File: src/rtl/hazard_scoreboard.sv
// ---------------------------------------------------------------------------
// hazard_scoreboard
//
// Decode-stage hazard unit for the pipelined WISC core. Each architectural
// register owns a small countdown holding the number of cycles a dependent
// reader must still wait before the in-flight value of that register can be
// consumed. A decode stall is raised while any source register the decode
// instruction actually reads still has a non-zero countdown.
//
// Ports:
//   clk           - clock, all state updates on the rising edge
//   rst_n         - asynchronous reset, active low
//   id_valid      - decode stage holds a real instruction
//   id_rs/_used   - first source index / instruction reads it
//   id_rt/_used   - second source index / instruction reads it
//   id_rd         - destination index
//   id_reg_write  - instruction writes id_rd
//   id_is_load    - instruction is a memory load
//   flush         - decode instruction squashed this cycle
//   pipe_freeze   - whole pipeline held (memory stall)
//   stall         - hold fetch/decode, bubble into execute (combinational)
//   busy_vec      - bit r set while register r has a pending countdown
//   stall_cycles  - saturating count of hazard stall cycles
// ---------------------------------------------------------------------------
module hazard_scoreboard #(
    parameter int NUM_REGS    = 8,
    parameter int REG_W       = 3,
    parameter int FWD_EN      = 0,
    parameter int WB_DIST     = 2,
    parameter int ALU_LAT     = 0,
    parameter int LOAD_LAT    = 1,
    parameter int ZERO_REG_EN = 0,
    parameter int CNT_W       = 16
) (
    input  logic                clk,
    input  logic                rst_n,
    input  logic                id_valid,
    input  logic [REG_W-1:0]    id_rs,
    input  logic                id_rs_used,
    input  logic [REG_W-1:0]    id_rt,
    input  logic                id_rt_used,
    input  logic [REG_W-1:0]    id_rd,
    input  logic                id_reg_write,
    input  logic                id_is_load,
    input  logic                flush,
    input  logic                pipe_freeze,
    output logic                stall,
    output logic [NUM_REGS-1:0] busy_vec,
    output logic [CNT_W-1:0]    stall_cycles
);

    localparam int MAX_AB  = (WB_DIST > ALU_LAT) ? WB_DIST : ALU_LAT;
    localparam int MAX_LAT = (MAX_AB > LOAD_LAT) ? MAX_AB : LOAD_LAT;
    // Keep at least one bit so an all-zero-latency build still elaborates.
    localparam int LAT_W   = (MAX_LAT < 1) ? 1 : $clog2(MAX_LAT + 1);

    localparam logic [LAT_W-1:0] WB_LAT_C   = LAT_W'(WB_DIST);
    localparam logic [LAT_W-1:0] ALU_LAT_C  = LAT_W'(ALU_LAT);
    localparam logic [LAT_W-1:0] LOAD_LAT_C = LAT_W'(LOAD_LAT);
    localparam logic [LAT_W-1:0] LAT_ZERO   = {LAT_W{1'b0}};
    localparam logic [LAT_W-1:0] LAT_ONE    = LAT_W'(1);
    localparam logic [CNT_W-1:0] STALL_MAX  = {CNT_W{1'b1}};
    localparam logic [CNT_W-1:0] STALL_ONE  = CNT_W'(1);

    logic [LAT_W-1:0] r_cnt [NUM_REGS];
    logic [CNT_W-1:0] r_stall_cycles;

    logic             w_hz_rs;
    logic             w_hz_rt;
    logic             w_stall;
    logic             w_issue;
    logic [LAT_W-1:0] w_lat;

    // Register 0 is never tracked when it is hardwired to zero.
    function automatic logic is_tracked(input logic [REG_W-1:0] idx);
        return !((ZERO_REG_EN != 0) && (idx == {REG_W{1'b0}}));
    endfunction

    // A source is hazardous only if it is read, tracked and still pending.
    function automatic logic src_hazard(input logic             used,
                                        input logic [REG_W-1:0] idx,
                                        input logic [LAT_W-1:0] cnt_val);
        return used && (cnt_val != LAT_ZERO) && is_tracked(idx);
    endfunction

    // Hazard detection, stall, issue qualification and writer latency.
    always_comb begin
        w_hz_rs = src_hazard(id_rs_used, id_rs, r_cnt[id_rs]);
        w_hz_rt = src_hazard(id_rt_used, id_rt, r_cnt[id_rt]);
        w_stall = id_valid && !flush && (w_hz_rs || w_hz_rt);
        w_issue = id_valid && !w_stall && !flush && !pipe_freeze;
        if (FWD_EN != 0) begin
            if (id_is_load) begin
                w_lat = LOAD_LAT_C;
            end else begin
                w_lat = ALU_LAT_C;
            end
        end else begin
            w_lat = WB_LAT_C;
        end
    end

    // Per-register countdowns: freeze holds, a fresh writer reloads (the
    // youngest producer wins over an older pending count), else drain.
    always_ff @(posedge clk or negedge rst_n) begin
        if (!rst_n) begin
            for (int r = 0; r < NUM_REGS; r++) begin
                r_cnt[r] <= LAT_ZERO;
            end
        end else if (!pipe_freeze) begin
            for (int r = 0; r < NUM_REGS; r++) begin
                if (w_issue && id_reg_write && (id_rd == REG_W'(r)) && is_tracked(id_rd)) begin
                    r_cnt[r] <= w_lat;
                end else if (r_cnt[r] != LAT_ZERO) begin
                    r_cnt[r] <= r_cnt[r] - LAT_ONE;
                end else begin
                    r_cnt[r] <= r_cnt[r];
                end
            end
        end
    end

    // Saturating count of cycles lost to hazards; frozen cycles excluded.
    always_ff @(posedge clk or negedge rst_n) begin
        if (!rst_n) begin
            r_stall_cycles <= {CNT_W{1'b0}};
        end else if (w_stall && !pipe_freeze && (r_stall_cycles != STALL_MAX)) begin
            r_stall_cycles <= r_stall_cycles + STALL_ONE;
        end
    end

    // Busy flags are a direct view of which countdowns are non-zero.
    always_comb begin
        busy_vec = {NUM_REGS{1'b0}};
        for (int r = 0; r < NUM_REGS; r++) begin
            busy_vec[r] = (r_cnt[r] != LAT_ZERO);
        end
    end

    // Output drive.
    always_comb begin
        stall        = w_stall;
        stall_cycles = r_stall_cycles;
    end

endmodule

File: config.mk
export PLATFORM = sky130hd
export DESIGN_NAME = hazard_scoreboard
export DESIGN_NICKNAME = d
export VERILOG_FILES = /design/src/rtl/hazard_scoreboard.sv
export SDC_FILE = /design/constraint.sdc
export NUM_CORES = 1
export LEC_CHECK = 0
export ABC_AREA = 1
export CORE_ASPECT_RATIO = 0.7
export CORE_MARGIN = 5
export CORE_UTILIZATION = 29
export CTS_CLUSTER_SIZE = 28
export DETAILED_ROUTE_END_ITERATION = 16
export PLACE_DENSITY_LB_ADDON = 0.12
export SETUP_SLACK_MARGIN = 0.1
export SYNTH_ARGS = -nofsm -noshare
export SYNTH_HDL_FRONTEND = slang
export SYNTH_SLANG_ARGS = --single-unit
File: constraint.sdc
create_clock -name clk -period 1.9 [get_ports clk]
set_input_delay 0.285 -clock clk [delete_from_list [all_inputs] [get_ports clk]]
set_output_delay 0.285 -clock clk [all_outputs]
set_load 0.01 [all_outputs]
; After elaboration in Yosys (flattened, before gate mapping)
; Cells that the tools add are included.
[word_totals]
wordCells = 102
output_inout_bits = 25
reg_bits = 32
input_bits = 18
[op_classes]
n_lt_le_gt_ge = 2
mux = 22
eq_ne = 8
addsub = 9
n_reduce_logical = 49
n_bitwise = 3
[ops]
columns = operator, count
row1 = 2-bit two-way mux, 20
row2 = 2-bit nonzero test, 18
row3 = 1-bit logical AND, 18
row4 = "16-bit by 1-bit adder with 16-bit output, second input constant", 1
row5 = "16-bit != test, second input constant", 1
row6 = 2-bit AND reduction, 8
row7 = "2-bit by 1-bit subtractor with 2-bit output, second input constant", 8
row8 = 2-bit binary-select mux with 3-bit select, 2
row9 = "3-bit equality test, second input constant", 4
row10 = "4-bit >= comparator, second input constant", 2
row11 = 3-bit NOT with 4-bit output, 2
row12 = "3-bit by 2-bit equality test with 1-bit output, second input constant", 2
row13 = "3-bit by 1-bit equality test with 1-bit output, second input constant", 1
row14 = 1-bit zero test, 3
row15 = 3-bit zero test, 1
row16 = 1-bit logical OR, 1
row17 = 1-bit NOT, 1

; Depth between registers and ports, before layout
[depth]
word_depth = 16
ltp_mapped = 11

; Worst setup path before layout
; OpenSTA, ideal clock, no wires.
[synth_timing]
path_kind = flip-flop to flip-flop
from = reg r_stall_cycles[1] (netlist: stall_cycles[1])
to = reg r_stall_cycles[11] (netlist: stall_cycles[11])
slack_ns = 0.200
n_path_buf = 2
stages_incl_launch_ff = 12
arrival_time_ns = 1.626
path_cell_list = dfrtp_1 > ha_1 > nand2_2 > inv_2 > nand3_2 > inv_1 > nand4_1 > o211ai_2 > buf_6 > buf_12 > nand2_1 > o21ai_2
[synth_via]
elab_chain_len = 2
[synth_lines]
columns = item, line_no
row1 = "start, declared", 66  ; logic [CNT_W-1:0] r_stall_cycles;
row2 = "start signal, assigned", 126  ; r_stall_cycles <= {CNT_W{1'b0}};
row3 = "start signal, assigned", 128  ; r_stall_cycles <= r_stall_cycles + STALL_ONE;
row4 = branches (longest 2 deep; another with 16-bit by 1-bit adder with 16-bit output), n/a
; Parallel ways; which one is timed is not known.
; A chain may end at the register's enable or synchronous reset.

; Worst setup path in the final report
[layout_timing]
from = reg r_stall_cycles[1] (netlist: stall_cycles[1])
to = reg r_stall_cycles[6] (netlist: stall_cycles[6])
; Same word-level chain as after synthesis.

==> results.json <==
{
  "relSlewSlack": 0.703,
  "pwr_density_cell_nw_per_um2": 1130,
  "rsz0062_at_grt": "yes",
  "power_leakage_nw": 1.62,
  "chipHeight_um": 84.0,
  "fin_crit_ns": 1.83,
  "rows": 27,
  "die_w_um": 116,
  "syn_avg_cell_area_um2": 7.34,
  "layout-drive-gt1-share": 0.265,
  "nNetsFinal": 411,
  "htreeDepth": 2,
  "drtPass1Iterations": 4,
  "hpwl_mm": 4.41,
  "hold_viol": 0,
  "post_synth_num_cell_types": 28,
  "antennaDiodeCount": 0,
  "drc": 0,
  "clock_skew_ns": 0.00673,
  "synth_edf_count": 0,
  "gp_congestion": 0.883,
  "grt_max_degree": 33,
  "crit_path_top_delay_cell": "dfrtp_1",
  "dieArea_um2": 9710,
  "ctsHoldBuffers": 0,
  "core_um2": 7740,
  "crit_fanout": 7,
  "finalSetupViolCount": 0,
  "synthArstFlopShare": 1.00,
  "tightestPinTransition_ns": 0.446,
  "slew_viol_final": 0,
  "fmax_mhz": 547,
  "grt_pass1_vias": 2057,
  "endpoint_kind": "register",
  "synth_warnings": 0,
  "port_buffers": 41,
  "overflow": 0,
  "syn_area_um2": 2270,
  "timing.hold.ws_ns": 0.398,
  "grt_antenna_before_repair": 0,
  "ys.flop_type": "dfrtp_1",
  "cp-start-kind": "register",
  "clkSinkCount": 32,
  "cts_root_buf": "clkbuf_8",
  "routed_wl_mm": 6.11,
  "ys_seq_area_frac": 0.353,
  "status": "complete, no violations",
  "cpMostUsedCell": "inv_2",
  "initial_core_util": 0.293,
  "cap_viol_max_count": 0,
  "ant_nets": 0,
  "synth_cells": 309,
  "vdd_drop_max_mv": 0.432,
  "area_delta_synth_final_pct": 45.9,
  "dp_slack_ns": -0.417,
  "grt_pass1_wl_mm": 9.84,
  "ios": 43,
  "critical-path-max-stage-delay_ns": 0.40,
  "setup_slack_ns": 0.0708,
  "avgRoutedWirePerCell_um": 12.6,
  "arrival_ns": 2.05,
  "clkLatencyLatePin_ns": 0.29,
  "grt_util_all_layers": 0.126,
  "required_ns": 2.12,
  "cts_tree": "yes",
  "ys_seq_elements": 32,
  "cts_buffer_depth": 2,
  "worst-setup-path-type": "register to register",
  "cts.clk_slew.worst_paths_ns": 0.08,
  "via_per_inst": 4.46,
  "vias": 2166,
  "cp_cell_sequence": "ha_4 -> nand2_4 -> inv_2 -> nand3_2 -> inv_2 -> nand4_1 -> o211ai_4 -> clkbuf_16 -> nand2_2 -> o21ai_1",
  "cts_buffers": 5,
  "drtIter0Drc": 129,
  "syn-num-nets": 336,
  "min_period_over_period": 0.963,
  "hold_class": "input port to async pin"
}
==> routing by layer <==
| layer | GRT usage | vias up | wire length (um) |
|---|---|---|---|
| li1 | - | 1129 | - |
| met2 | 0.172 | 36 | 2540 |
| met3 | 0.0275 | 5 | 195 |
| met4 | 0.0379 | 0 | 52 |
| met1 | 0.195 | 996 | 3330 |
| met5 | 0 | - | 0 |
==> layout make-up <==
class,instances,area (um^2)
timing repair buffer,73,693
clock inverter,1,30.0
sequential,32,802
tap,101,126
fill,802,4430
multi-input combinational,213,1340
clock buffer,7,96.3
inverter,59,221
==> flip-flops by register name, summed over array words and instances (netlist names) <==
register and count:
stall_cycles 16, r_cnt 16
==> critical path, delay by kind of cell (launching register included) <==
family	cells	cell delay [ns]
AOI/OAI and AO/OA	2	0.46
DFF	1	0.40
adders and majority gates	1	0.17
and+or+nand+nor	4	0.34
buffers and inverters	3	0.39
==> cells in the final DEF (no fill, tap or decap), drive strengths merged <==
cell           count
dlygate4sd2        9
nand3b             1
dlymetal6s2s       2
o211ai             1
xor2              10
inv               59
and3               1
buf               31
clkdlybuf4s50     28
nor4               1
ha                 9
dfrtp             32
bufinv             1
xnor2              5
clkbuf            10
nor3               5
o21ai             14
nor2              20
nand2             93
nand4             17
nand3             36
==> cells by family after synthesis <==
kind of cell	share of synthesized area
xor gates and xnor gates	0.0579
AOI/OAI and AO/OA	0.0530
adders and majority gates	0.0497
buffers and inverters	0.118
and+or+nand+nor	0.368
DFF	0.353
==> power breakdown <==
part           internal, mW  switching, mW  total [mW]  leakage, nW
Sequential            0.890          0.180        1.07        0.407
Combinational         0.907           1.01        1.92         1.15
Clock                 0.463          0.280       0.743       0.0645
==> synth_stat cells (2+ instances only) <==
cell	count	area share
nand4_1	17	0.047
nand2_1	88	0.15
nand3_4	2	0.015
nor2_1	17	0.028
nand3_1	30	0.066
xor2_1	10	0.039
inv_1	54	0.089
dfrtp_1	32	0.35
ha_1	9	0.050
xnor2_1	5	0.019
o21ai_0	4	0.0088
inv_2	5	0.0083
nand3_2	4	0.018
nor3_1	4	0.0088
nor2_2	2	0.0055
nand2_2	5	0.014
o21ai_2	10	0.039
==> worst paths after layout <==
| check | cells after the start | endpoint | slack (ns) | startpoint |
|---|---|---|---|---|
| setup / recovery | 10 | stall_cycles[6]$_DFFE_PN0P_ | 0.07 | stall_cycles[1]$_DFFE_PN0P_ |
| hold / removal | 2 | stall_cycles[9]$_DFFE_PN0P_ | 0.40 | rst_n |
| setup reg to reg | 10 | stall_cycles[6]$_DFFE_PN0P_ | 0.07 | stall_cycles[1]$_DFFE_PN0P_ |
| hold reg to reg | 2 | r_cnt[2]$_DFFE_PN0P_ | 0.47 | r_cnt[2]$_DFFE_PN0P_ |
| max in group asynchronous | 2 | stall_cycles[7]$_DFFE_PN0P_ | 1.15 | rst_n |
| min in group clk | 2 | r_cnt[2]$_DFFE_PN0P_ | 0.47 | r_cnt[2]$_DFFE_PN0P_ |
==> per-stage QoR <==
stage	TNS, ns	total power, mW	cells	instance area (um^2)	utilization
floorplan	0	2.09	309	2270	-
global placement	-2.74	2.87	464	2910	0.376
detailed placement	-3.71	2.87	464	2910	0.376
CTS	0	3.60	472	3040	0.393
global route	-0.169	4.13	486	3310	0.428
finish	0	3.73	486	3310	0.428
==> repair_timing <==
item / CTS / global route
gates cloned: 0 / 3
pin swaps: 3 / 11
setup endpoints to repair: 11 / 33
gates resized for setup: 21 / 39
setup buffers: 0 / 11
Note: power is estimated with default switching activity, not from simulation.
